`src/rtl/cpu_pkg.sv`:
```
// cpu_pkg: cont encodings, instruction field slices and sequencer states shared with the condition code unit
package cpu_pkg;
    typedef enum logic [3:0] {
        NOP  = 4'd0,
        JMP  = 4'd1,
        CALL = 4'd2,
        RET  = 4'd3,
        JZ   = 4'd4,
        JNZ  = 4'd5,
        JC   = 4'd6,
        JNC  = 4'd7
    } cont_e;
    localparam int CONT_HI = 15;
    localparam int CONT_LO = 12;
    localparam int OP_HI   = 11;
    localparam int OP_LO   = 8;
    localparam int TGT_HI  = 7;
    localparam int TGT_LO  = 0;
    typedef logic [2:0] state_t;
    localparam state_t FETCH = 3'd0;
    localparam state_t LOAD  = 3'd1;
    localparam state_t EXEC  = 3'd2;
    localparam state_t EVAL  = 3'd3;
    localparam state_t HALT  = 3'd4;
    // JMP plus the 01xx conditional-jump group all branch to the target on tcnd
    function automatic logic is_jump(input logic [3:0] c);
        return c == JMP || c[3:2] == 2'b01;
    endfunction
endpackage

```
`src/rtl/branch_sequencer_if.sv`:
```
// branch_sequencer_if: ROM, condition code and datapath signals of the program sequencer
// master (sequencer): drives rom_addr, cont, ir, exec_en, halt, pc; receives rom_data, tcnd
// slave (environment): the opposite directions
interface branch_sequencer_if #(
    parameter int PC_W = 8,
    parameter int IW   = 16
);
    logic [PC_W-1:0] rom_addr;
    logic [IW-1:0]   rom_data;
    logic [3:0]      cont;
    logic            tcnd;
    logic [IW-1:0]   ir;
    logic            exec_en;
    logic            halt;
    logic [PC_W-1:0] pc;
    modport master (
        output rom_addr, cont, ir, exec_en, halt, pc,
        input  rom_data, tcnd
    );
    modport slave (
        input  rom_addr, cont, ir, exec_en, halt, pc,
        output rom_data, tcnd
    );
endinterface

```
`src/rtl/ret_stack.sv`:
```
// ret_stack: return-address LIFO with push/pop and full/empty flags
// push_i/data_i write the entry at sp; pop_i drops the top; top_o is the entry at sp-1
module ret_stack #(
    parameter int STK_DEPTH = 4,
    parameter int PC_W      = 8
) (
    input  logic            clk,
    input  logic            rst,
    input  logic            push_i,
    input  logic            pop_i,
    input  logic [PC_W-1:0] data_i,
    output logic [PC_W-1:0] top_o,
    output logic            full_o,
    output logic            empty_o
);
    localparam int AW = $clog2(STK_DEPTH);
    localparam logic [AW:0] ONE  = (AW+1)'(1);
    localparam logic [AW:0] FULL = (AW+1)'(STK_DEPTH);
    logic [AW:0]     sp_q, sp_d;
    logic [PC_W-1:0] mem_q [STK_DEPTH];
    always_comb sp_d = push_i ? sp_q + ONE : pop_i ? sp_q - ONE : sp_q;
    assign top_o   = mem_q[AW'(sp_q - ONE)];
    assign full_o  = sp_q == FULL;
    assign empty_o = sp_q == '0;
    always_ff @(posedge clk) begin
        if (rst) sp_q <= '0;
        else sp_q <= sp_d;
    end
    always_ff @(posedge clk) begin
        if (!rst && push_i) mem_q[sp_q[AW-1:0]] <= data_i;
    end
endmodule

```
`src/rtl/branch_sequencer.sv`:
```
// branch_sequencer: PC owner, ROM fetch and next-PC selection (sequential/jump/call/return)
// clk, rst: clock and synchronous active-high reset
// bus (master): rom_addr/rom_data ROM port, cont/tcnd condition unit, ir/exec_en datapath, halt/pc status
module branch_sequencer
    import cpu_pkg::*;
#(
    parameter int PC_W      = 8,
    parameter int IW        = 16,
    parameter int STK_DEPTH = 4
) (
    input logic                clk,
    input logic                rst,
    branch_sequencer_if.master bus
);
    state_t          state_q, state_d;
    logic [PC_W-1:0] pc_q, pc_d, pc_inc, tgt, top;
    logic [IW-1:0]   ir_q, ir_d;
    logic [3:0]      cont_q, cont_d;
    logic            halt_q, halt_d, push, pop, full, empty, fault;
    assign pc_inc = pc_q + PC_W'(1);
    assign tgt    = PC_W'(ir_q[TGT_HI:TGT_LO]);
    // faults only arise on a taken CALL/RET; reserved codes fall through as NOP
    assign fault  = state_q == EVAL && bus.tcnd &&
                    ((cont_q == CALL && full) || (cont_q == RET && empty));
    assign push   = state_q == EVAL && bus.tcnd && cont_q == CALL && !full;
    assign pop    = state_q == EVAL && bus.tcnd && cont_q == RET && !empty;
    always_comb begin
        state_d = state_q;
        pc_d    = pc_q;
        ir_d    = ir_q;
        cont_d  = cont_q;
        halt_d  = halt_q;
        case (state_q)
            FETCH: state_d = LOAD;
            LOAD: begin
                ir_d    = bus.rom_data;
                cont_d  = bus.rom_data[CONT_HI:CONT_LO];
                state_d = EXEC;
            end
            EXEC: state_d = EVAL;
            EVAL: begin
                state_d = fault ? HALT : FETCH;
                halt_d  = fault;
                pc_d    = fault ? pc_q :
                          push || (is_jump(cont_q) && bus.tcnd) ? tgt :
                          pop ? top : pc_inc;
            end
            default: ;
        endcase
    end
    always_ff @(posedge clk) begin
        if (rst) begin
            state_q <= FETCH;
            pc_q    <= '0;
            ir_q    <= '0;
            cont_q  <= '0;
            halt_q  <= 1'b0;
        end else begin
            state_q <= state_d;
            pc_q    <= pc_d;
            ir_q    <= ir_d;
            cont_q  <= cont_d;
            halt_q  <= halt_d;
        end
    end
    ret_stack #(.STK_DEPTH(STK_DEPTH), .PC_W(PC_W)) u_stack (
        .clk     (clk),
        .rst     (rst),
        .push_i  (push),
        .pop_i   (pop),
        .data_i  (pc_inc),
        .top_o   (top),
        .full_o  (full),
        .empty_o (empty)
    );
    assign bus.rom_addr = pc_q;
    assign bus.pc       = pc_q;
    assign bus.ir       = ir_q;
    assign bus.cont     = cont_q;
    assign bus.exec_en  = state_q == EXEC;
    assign bus.halt     = halt_q;
endmodule

```
`src/flat_wrapper.sv`:
```
// flat-port wrapper written by rule: the top's interface ports become plain ports
module branch_sequencer_flat import cpu_pkg::*;
#(
    parameter int PC_W      = 8,
    parameter int IW        = 16,
    parameter int STK_DEPTH = 4
)
  (clk, rst, bus_rom_addr, bus_cont, bus_ir, bus_exec_en, bus_halt, bus_pc, bus_rom_data, bus_tcnd);
  branch_sequencer_if #(.PC_W(PC_W), .IW(IW)) bus_i ();
  input logic clk;
  input logic rst;
  output wire logic [$bits(bus_i.rom_addr)-1:0] bus_rom_addr;
  output wire logic [$bits(bus_i.cont)-1:0] bus_cont;
  output wire logic [$bits(bus_i.ir)-1:0] bus_ir;
  output wire logic [$bits(bus_i.exec_en)-1:0] bus_exec_en;
  output wire logic [$bits(bus_i.halt)-1:0] bus_halt;
  output wire logic [$bits(bus_i.pc)-1:0] bus_pc;
  input wire logic [$bits(bus_i.rom_data)-1:0] bus_rom_data;
  input wire logic [$bits(bus_i.tcnd)-1:0] bus_tcnd;
  assign bus_rom_addr = bus_i.rom_addr;
  assign bus_cont = bus_i.cont;
  assign bus_ir = bus_i.ir;
  assign bus_exec_en = bus_i.exec_en;
  assign bus_halt = bus_i.halt;
  assign bus_pc = bus_i.pc;
  assign bus_i.rom_data = bus_rom_data;
  assign bus_i.tcnd = bus_tcnd;
  branch_sequencer #(.PC_W(PC_W), .IW(IW), .STK_DEPTH(STK_DEPTH)) u_core (.clk(clk), .rst(rst), .bus(bus_i));
endmodule
```
`config.mk`:
```
export PLATFORM = sky130hd
export DESIGN_NAME = branch_sequencer_flat
export DESIGN_NICKNAME = d
export VERILOG_FILES = /design/src/rtl/cpu_pkg.sv /design/src/rtl/branch_sequencer_if.sv /design/src/rtl/ret_stack.sv /design/src/rtl/branch_sequencer.sv /design/src/flat_wrapper.sv
export SDC_FILE = /design/constraint.sdc
export NUM_CORES = 1
export LEC_CHECK = 0
export ABC_AREA = 0
export CORE_MARGIN = 2
export CORE_UTILIZATION = 35
export DETAILED_ROUTE_END_ITERATION = 16
export MAX_ROUTING_LAYER = met4
export REMOVE_ABC_BUFFERS = 1
export SETUP_SLACK_MARGIN = 0.4
export SLEW_MARGIN = 15
export SYNTH_ARGS = -nofsm -noshare
export SYNTH_HDL_FRONTEND = slang
export SYNTH_SLANG_ARGS = --single-unit
```
`constraint.sdc`:
```
create_clock -name clk -period 2.3 [get_ports clk]
set_input_delay 0.345 -clock clk [delete_from_list [all_inputs] [get_ports clk]]
set_output_delay 0.345 -clock clk [all_outputs]
set_load 0.005 [all_outputs]
```
==> impl_metrics.py, run 1 <==
metrics = {
    "synthesis": {
        "synth_edf_count": 32,
        "synth_compound_area_share_pct": 10.27,
        "synth_mux_area_share_pct": 7.052,
        "avgSynthCellArea_um2": 11.18,
        "syn_area_um2": 2839,
        "synth_top_family_by_area": "simple AND/OR/NAND/NOR gates",
        "async_flop_share_pct": 0,
        "ys_ff_latch": 63,
        "yosysUniqueCellTypes": 45,
        "ys_seq_area_share_pct": 55.71,
        "synth_fa_ha_area_share_pct": 2.644,
        "synthXorXnorAreaFrac_pct": 3.394,
        "synthSimpleGateAreaFrac_pct": 14.59,
        "syn_inst": 254,
        "ys.flop_type": "edfxtp_1",
        "yosys_warnings": 0,
    },
    "routing": {
        "first_iter_violations": 82,
        "wl_per_cell_um": 15.00,
        "drt_wl_total_um": 6238,
        "drcViolationCount": 0,
        "drt_first_pass_iters": 4,
        "viasPerCell": 4.810,
        "vias": 2001,
        "postRouteAntennaNets": 0,
    },
    "sta": {
        "slew_headroom_pct": 66.04,
        "report.final.slew_viol_count": 0,
        "final_hold_viol_count": 0,
        "fin_crit_sh_pct": 77.65,
        "min_period_ps": 1786,
        "finalSetupViolations": 0,
        "tightestPinTransition_ps": 506.4,
        "fmax_ghz": 0.5599,
        "finalHoldWorstSlack_ps": 456.9,
        "rsz0062_at_grt": "false",
        "skew_ps": 11.29,
        "fin_setup_tns_ps": 0,
    },
    "final_layout": {
        "antenna_cells": 0,
        "fin_cells": 416,
        "drive_above_1_share_pct": 14.33,
        "seq_area_um2": 1584,
        "final_util_pct": 47.84,
        "layout.nets": 334,
        "multi_input_area_um2": 1111,
        "nFillCells": 727,
        "areaGrowthSynthToFinish_pct": 31.56,
    },
    "worst_setup_path": {
        "cp_data_arrival_time_ps": 1840,
        "path_cells": "clkdlybuf4s50_1, nand4bb_1, nor4_2, buf_4, and2_1, buf_12",
        "critPathRequiredTime_ps": 2350,
        "critical_path.max_fanout": 8,
        "cp_slowest_cell": "clkdlybuf4s50_1",
        "slowest_delay_ps": 490,
        "startpoint_type": "input port",
        "cp-end-kind": "flop",
        "crit_type": "in -> reg",
    },
    "placement": {
        "placed_cells": 400,
        "portBuffers": 56,
        "gp_congestion": 0.7850,
        "dp_hpwl_um": 4463,
    },
    "floorplan": {
        "ios": 57,
        "dieArea_um2": 8848,
        "die_h_um": 94.07,
        "start_util_pct": 36.36,
        "die_w_um": 94.07,
        "core_area_um2": 7807,
        "rows": 32,
    },
    "grt": {
        "grt_max_degree": 30,
        "grt_pass1_vias": 2062,
        "grt_use_total_pct": 16.28,
        "antenna_found_initial": 0,
        "overflow": 0,
        "grt_pass1_wl_um": 10440,
    },
    "clock_network": {
        "cts_buffers": 9,
        "hold_buffers": 0,
        "path_clk_slew_ps": 70,
        "clock_sinks": 63,
        "cts_root_buf": "clkbuf_8",
        "cts_max_level": 3,
        "clockBufferDepth": 2,
        "cts_tree": "done",
        "insertion_delay_ps": 340,
    },
    "power_and_ir_drop": {
        "seqPwrFrac_pct": 48.7,
        "power_uw": 2507,
        "ir_drop_mv": 0.3422,
        "combPwrFrac_pct": 7.7,
        "p_leak_uw": 0.001331,
        "clockPowerShare_pct": 43.6,
        "swShare_pct": 23.11,
        "p_switching_uw": 579.3,
        "p_per_area_nw_per_um2": 671.2,
        "p_int_uw": 1927,
    },
    "run": {
        "drv_cap": 0,
    },
    "status": {
        "status": "finished clean",
    },
    "worst_hold_path": {
        "min_path_type": "reg -> reg",
    },
}
through the flow:
step / setup slack (ps) / instance area, µm²
2_1_floorplan: 65.79 / 2689
3_3_place_gp: 98.13 / 3472
3_5_place_dp: 143.4 / 3472
4_1_cts: 404.5 / 3701
5_1_grt: 401.7 / 3735
6_report: 514.0 / 3735
registers in the layout, indices dropped and copies added, names as in the netlist:
name and flops:
u_core.bus.cont 4, u_core.bus.halt 1, u_core.bus.ir 12, u_core.bus.pc 8
u_core.state_q 3, u_core.u_stack.mem_q 32, u_core.u_stack.sp_q 3
final timing paths:
kind	start	to	slack, ps	depth (start not counted)
worst max-delay path	bus_tcnd	u_core.u_stack.mem_q[1][3]	510	6
worst min-delay path	u_core.bus.ir[10]	u_core.bus.ir[10]	460	2
worst max register to register	u_core.u_stack.sp_q[0]	u_core.bus.pc[5]	540	7
worst min register to register	u_core.bus.ir[10]	u_core.bus.ir[10]	460	2
cells by family after synthesis:
group,after synthesis
simple gates,86
compound gates,47
fa+ha+maj,6
xor+xnor,11
buf+inv,31
mux,10
flops,63
timing repair:
| item | CTS | global route |
|---|---|---|
| setup buffers | 0 | 0 |
| endpoints found under the hold margin | 0 | 0 |
| pin swaps | 0 | 0 |
| endpoints found under the setup margin | 38 | 39 |
| gates resized for setup | 2 | 6 |
per-layer routing:
layer | up-vias | track usage, % | wire, µm
met5 | - | - | 0
met4 | 0 | 8.333 | 106
met3 | 7 | 2.648 | 188
met2 | 50 | 24.40 | 2896
met1 | 937 | 21.40 | 3048
li1 | 1007 | - | -
worst max-delay path, delay by kind of cell:
kind / cells / cell delay, ps
AND/OR/NAND/NOR: 3 / 700
buffers and inverters: 3 / 790
synth_stat cells, drive strengths merged (5+ instances only):
cell	count	area [µm²]
xor2	7	61.31
and3	5	31.28
nand2	44	165.2
buf	17	127.6
ha	6	75.07
edfxtp	32	960.9
o21ai	9	45.04
clkbuf	6	22.52
mux4	8	180.2
a21oi	21	105.1
dfxtp	31	620.6
nor2	12	45.04
inv	8	30.03
cell usage in the layout, fill, tap and decap left out, types with 3 or more instances in the layout:
cell / instances
nand2_1: 44
inv_6: 3
edfxtp_1: 32
nor2_1: 12
xor2_1: 5
a21oi_1: 21
o21ai_0: 7
mux4_2: 8
dfxtp_1: 29
ha_1: 5
nand3_1: 4
clkbuf_8: 9
and2_1: 4
buf_4: 10
clkdlybuf4s50_1: 56
inv_1: 8
xnor2_1: 4
and3_1: 5
final cells by class:
type,instances,share of cell area (%)
Clock inverter,7,2.747
Clock buffer,9,3.317
Tap cell,102,3.417
Inverter,8,0.8040
Sequential cell,63,42.41
Multi-Input combinational cell,160,29.75
Timing Repair Buffer,67,17.55
power by group through the flow:
| stage | combinational (µW) | sequential (µW) | clock, µW |
|---|---|---|---|
| finish | 192 | 1220 | 1090 |
| global placement | 191 | 1250 | 0 |
| floorplan | 68.5 | 1250 | 0 |
| CTS | 194 | 1220 | 1110 |
| detailed placement | 193 | 1250 | 0 |
| global route | 213 | 1230 | 1160 |
No activity file was read; power rests on OpenSTA's default activity.
==> inputs of run 2 (changes only) <==
Clock period 2.3 ns to 1.55 ns, I/O delays scaled along.
==> impl_metrics.py, run 2 (synthesis gave the netlist of run 1 again) <==
metrics = {
    "sta": {
        "min_period_ps": 1757,
        "fmax_ghz": 0.5690,
        "final_hold_viol_count": 0,
        "finalSetupViolations": 43,
        "skew_ps": 8.292,
        "setup_slack_ps": -207.3,
        "fin_setup_tns_ps": -7763,
        "finalHoldWorstSlack_ps": 423.6,
        "report.final.slew_viol_count": 0,
        "fin_crit_sh_pct": 113.4,
        "rsz0062_at_grt": "true",
        "slew_headroom_pct": 79.71,
        "tightestPinTransition_ps": 303.1,
    },
    "worst_setup_path": {
        "slowest_delay_ps": 340,
        "cp_num_buf_inv": 3,
        "startpoint_type": "flop",
        "crit_type": "reg -> reg",
        "critPathTopFamily": "simple AND/OR/NAND/NOR gates",
        "path_cells": "inv_2, ha_4, a21o_1, nor4_2, buf_4, and2_4, buf_12",
        "critical_path.max_fanout": 8,
        "cp-end-kind": "flop",
        "cp_data_arrival_time_ps": 1820,
        "cp_slowest_cell": "dfxtp_2",
        "critPathRequiredTime_ps": 1610,
    },
    "grt": {
        "grt_max_degree": 18,
        "grt_pass1_wl_um": 13450,
        "grt_use_total_pct": 20.83,
        "overflow": 0,
        "antenna_found_initial": 0,
        "grt_pass1_vias": 2657,
    },
    "final_layout": {
        "nFillCells": 545,
        "final_common_cell": "buf_6",
        "largest_reg_flops": 32,
        "mostFrequentLayoutCells": "buf_6, buf_4, edfxtp_1, nand2_2, dfxtp_2",
        "areaGrowthSynthToFinish_pct": 80.39,
        "antenna_cells": 0,
        "fin_area_um2": 5121,
        "drive_above_1_share_pct": 66.58,
        "layout.nets": 427,
    },
    "clock_network": {
        "path_clk_slew_ps": 80,
        "cts_max_level": 3,
        "clock_sinks": 63,
        "insertion_delay_ps": 350,
        "cts_tree": "done",
        "hold_buffers": 0,
        "cts_root_buf": "clkbuf_8",
        "clockBufferDepth": 2,
        "cts_buffers": 9,
    },
    "floorplan": {
        "dieArea_um2": 8848,
        "die_h_um": 94.07,
        "start_util_pct": 36.36,
        "rows": 32,
        "ios": 57,
        "core_area_um2": 7807,
        "die_w_um": 94.07,
    },
    "power_and_ir_drop": {
        "clockPowerShare_pct": 41.9,
        "p_leak_uw": 0.002104,
        "p_per_area_nw_per_um2": 771.2,
        "swShare_pct": 24.74,
        "p_int_uw": 2972,
        "p_switching_uw": 977.0,
        "ir_drop_mv": 0.6878,
        "combPwrFrac_pct": 12.5,
        "seqPwrFrac_pct": 45.6,
    },
    "run": {
        "drv_cap": 0,
    },
    "placement": {
        "portBuffers": 56,
        "dp_hpwl_um": 4958,
        "placed_area_um2": 3825,
        "gp_congestion": 0.8402,
        "pre_cts_slack_ps": -505.5,
    },
    "worst_hold_path": {
        "min_path_type": "in -> reg",
    },
    "routing": {
        "vias": 2499,
        "drcViolationCount": 0,
        "drt_wl_total_um": 8750,
        "first_iter_violations": 141,
        "wl_per_cell_um": 17.19,
        "postRouteAntennaNets": 0,
        "viasPerCell": 4.910,
        "drt_first_pass_iters": 4,
    },
    "status": {
        "status": "complete, but fails checks",
        "violations": "negative setup slack",
    },
}
-- run 2: cell types whose count changed in the layout (fill, tap and decap cells not counted), sizes merged --
cell and change:
buf +114, bufbuf +1, clkbuf +7, clkdlybuf4s15 +7, clkdlybuf4s50 -38, clkinv +1
clkinvlp -1, or2 +2
-- run 2: layout make-up --
type | instances | area (µm²) | share of cell area, %
clock buffer | 9 | 123.9 | 2.419
tap | 102 | 127.6 | 2.492
clock inverter | 7 | 103.9 | 2.028
timing repair buffer | 158 | 1588 | 31.00
sequential | 63 | 1637 | 31.96
multi-input combinational | 162 | 1506 | 29.42
inverter | 8 | 35.03 | 0.6841
-- run 2: worst reg2reg max path: cells and delay by family (launching register included) --
family	cells	cell delay, ps
and+or+nand+nor	2	420
buffers and inverters	3	360
DFF	1	340
AOI/OAI and AO/OA	1	180
adders and majority gates	1	170
-- run 2: power by group through the flow --
stage / Clock, µW / Combinational, µW / Sequential (µW)
floorplan: 0 / 102 / 1850
finish: 1650 / 495 / 1800
CTS: 1680 / 435 / 1800
global placement: 0 / 335 / 1840
detailed placement: 0 / 337 / 1840
global route: 1740 / 529 / 1810
-- run 2: path summary, 6_finish.rpt --
kind,startpoint,to,slack (ps),cells past startpoint
hold reg to reg,u_core.bus.halt,u_core.bus.halt,450,2
hold / removal,bus_rom_data[9],u_core.bus.ir[9],420,3
setup reg to reg,u_core.u_stack.sp_q[1],u_core.u_stack.mem_q[2][2],-210,7
setup / recovery,u_core.u_stack.sp_q[1],u_core.u_stack.mem_q[2][2],-210,7
-- run 2: routing by layer --
| layer | part of all wire, % | track usage [%] |
|---|---|---|
| met5 | 0 | - |
| met4 | 2.4 | 10.02 |
| met3 | 3.4 | 3.291 |
| met2 | 53 | 34.82 |
| met1 | 41 | 24.60 |
-- run 2: metrics by stage --
stage | instances | util [%] | total power (µW)
after floorplan | 231 | - | 1949
after global placement | 442 | 48.99 | 2174
after detailed placement | 442 | 48.99 | 2177
after CTS | 498 | 61.70 | 3913
after global routing | 509 | 65.59 | 4071
final | 509 | 65.59 | 3949
-- run 2: what timing repair did --
item                       in CTS  in global routing
resized for setup             271                 71
setup endpoints to repair     114                115
setup buffers                  36                 11
pin swaps                      31                 23
cloned                          4                  0
==> inputs of run 3 (changes only) <==
Settings changed: ABC_AREA 0 to 1, CORE_UTILIZATION 35 to 33.
==> impl_metrics.py, run 3 <==
metrics = {
    "status": {
        "status": "complete, but fails checks",
        "violations": "negative setup slack",
    },
    "sta": {
        "fmax_ghz": 0.6275,
        "rsz0062_at_grt": "true",
        "fin_crit_sh_pct": 102.8,
        "finalSetupViolations": 14,
        "report.final.slew_viol_count": 0,
        "skew_ps": 9.140,
        "min_period_ps": 1594,
        "finalHoldWorstSlack_ps": 384.1,
        "tightestPinTransition_ps": 220.9,
        "final_hold_viol_count": 0,
        "slew_headroom_pct": 85.12,
        "setup_slack_ps": -43.53,
    },
    "floorplan": {
        "die_h_um": 100.9,
        "die_w_um": 100.9,
        "start_util_pct": 33.70,
        "rows": 35,
        "dieArea_um2": 10180,
        "ios": 57,
        "core_area_um2": 9196,
    },
    "worst_setup_path": {
        "critPathRequiredTime_ps": 1840,
        "critical_path.max_fanout": 7,
        "slowest_delay_ps": 320,
        "path_common_cell": "buf_6",
        "cp_num_buf_inv": 6,
        "cp_data_arrival_time_ps": 1880,
        "cp-end-kind": "flop",
        "startpoint_type": "flop",
        "path_cells": "inv_2, ha_4, buf_6, inv_4, nor2_4, buf_6, inv_8, nand3_4, buf_6, nand2_4, o21ai_2, nand2_1, nand2_1",
        "critPathTopFamily": "buffers and inverters",
        "crit_type": "reg -> reg",
        "cp_slowest_cell": "dfxtp_2",
    },
    "grt": {
        "grt_use_total_pct": 17.87,
        "grt_max_degree": 22,
        "antenna_found_initial": 0,
        "grt_pass1_wl_um": 13620,
        "overflow": 0,
        "grt_pass1_vias": 2806,
    },
    "clock_network": {
        "cts_root_buf": "clkbuf_8",
        "cts_tree": "done",
        "clock_sinks": 63,
        "hold_buffers": 0,
        "path_clk_slew_ps": 70,
        "cts_buffers": 9,
        "cts_max_level": 3,
        "clockBufferDepth": 2,
        "insertion_delay_ps": 350,
    },
    "synthesis": {
        "ys.flop_type": "edfxtp_1",
        "syn_area_um2": 3099,
        "avgSynthCellArea_um2": 8.050,
        "yosys_warnings": 0,
        "yosys.area.top_type": "edfxtp_1",
        "synthTopCellsByCount": "nand2_1, nor2_1, inv_1",
        "synth_top_area_share_pct": 31.01,
        "synthTopCellsByArea": "edfxtp_1, dfxtp_1, nand2_1, nor2_1, nand3_1",
        "yosysMostFrequentCell": "nand2_1",
        "async_flop_share_pct": 0,
        "synth_edf_count": 32,
        "ys_seq_area_share_pct": 51.03,
        "ys_ff_latch": 63,
        "yosysUniqueCellTypes": 26,
        "syn_inst": 385,
    },
    "final_layout": {
        "final_common_cell": "nand2_1",
        "drive_above_1_share_pct": 48.16,
        "largest_reg_flops": 32,
        "final_util_pct": 55.37,
        "mostFrequentLayoutCells": "nand2_1, buf_6, buf_4, nor2_1, edfxtp_1",
        "antenna_cells": 0,
        "areaGrowthSynthToFinish_pct": 64.31,
        "fin_area_um2": 5092,
        "layout.nets": 535,
    },
    "power_and_ir_drop": {
        "p_leak_uw": 0.002226,
        "power_uw": 4028,
        "p_per_area_nw_per_um2": 790.9,
        "ir_drop_mv": 0.4276,
    },
    "placement": {
        "dp_hpwl_um": 5843,
        "placed_area_um2": 4023,
        "gp_congestion": 0.8687,
        "portBuffers": 56,
        "pre_cts_slack_ps": -352.1,
    },
    "routing": {
        "drt_wl_total_um": 9374,
        "drcViolationCount": 0,
        "wl_per_cell_um": 14.97,
        "vias": 3013,
        "viasPerCell": 4.813,
        "postRouteAntennaNets": 0,
        "first_iter_violations": 229,
        "drt_first_pass_iters": 4,
    },
    "worst_hold_path": {
        "min_path_type": "in -> reg",
    },
    "run": {
        "drv_cap": 0,
    },
}
run 3: per-stage QoR:
step / TNS (ps) / cells
global route: -3871 / 626
global placement: -10420 / 573
floorplan: -33880 / 360
finish: -223.6 / 626
detailed placement: -11630 / 573
CTS: -1973 / 611
run 3: cell type report:
class / count / area, µm²
multi-input cells: 254 / 1624
fillers: 788 / 4104
clock inverters: 7 / 73.82
flip-flops and latches: 63 / 1629
repair buffers: 137 / 1311
clock buffers: 9 / 123.9
inverters: 45 / 191.4
well taps: 111 / 138.9
run 3: worst paths after layout:
kind	startpoint	end	slack, ps	depth (start not counted)
max	u_core.u_stack.sp_q[0]	u_core.u_stack.sp_q[1]	-40	13
min	rst	u_core.u_stack.sp_q[1]	380	4
max reg2reg	u_core.u_stack.sp_q[0]	u_core.u_stack.sp_q[1]	-40	13
min reg2reg	u_core.bus.ir[9]	u_core.bus.ir[9]	460	2
run 3: layer usage:
metal / wire length [µm] / track usage [%] / vias up
met2: 4717 / 27.59 / 94
met4: 176 / 6.757 / 0
met1: 4006 / 23.19 / 1410
met3: 474 / 3.675 / 18
met5: 0 / - / -
li1: - / - / 1491
run 3: logic make-up (layout without fill, tap and decap cells):
family          Yosys count  after routing  share of synthesized area, %
simple gates            189            191                         26.04
buf+inv                  70            198                         10.58
flops                    63             63                         51.03
compound gates           54             54                         9.084
fa+ha+maj                 6              6                         2.422
xor+xnor                  3              3                        0.8480
run 3: power breakdown:
group	switching (µW)	internal [µW]
logic	346	387
registers	42.3	1800
clock network	705	744
run 3: worst register-to-register path: cells and delay by family, from the launching register on:
| family | cells | cell delay, ps |
|---|---|---|
| simple gates | 5 | 450 |
| buf+inv | 6 | 500 |
| flops | 1 | 320 |
| fa+ha+maj | 1 | 160 |
| compound gates | 1 | 120 |
run 3: timing repair:
action,CTS,global route
gates cloned,1,2
buffers inserted,21,13
endpoints found under the setup margin,123,105
resized for setup,247,98
pin swaps,20,34
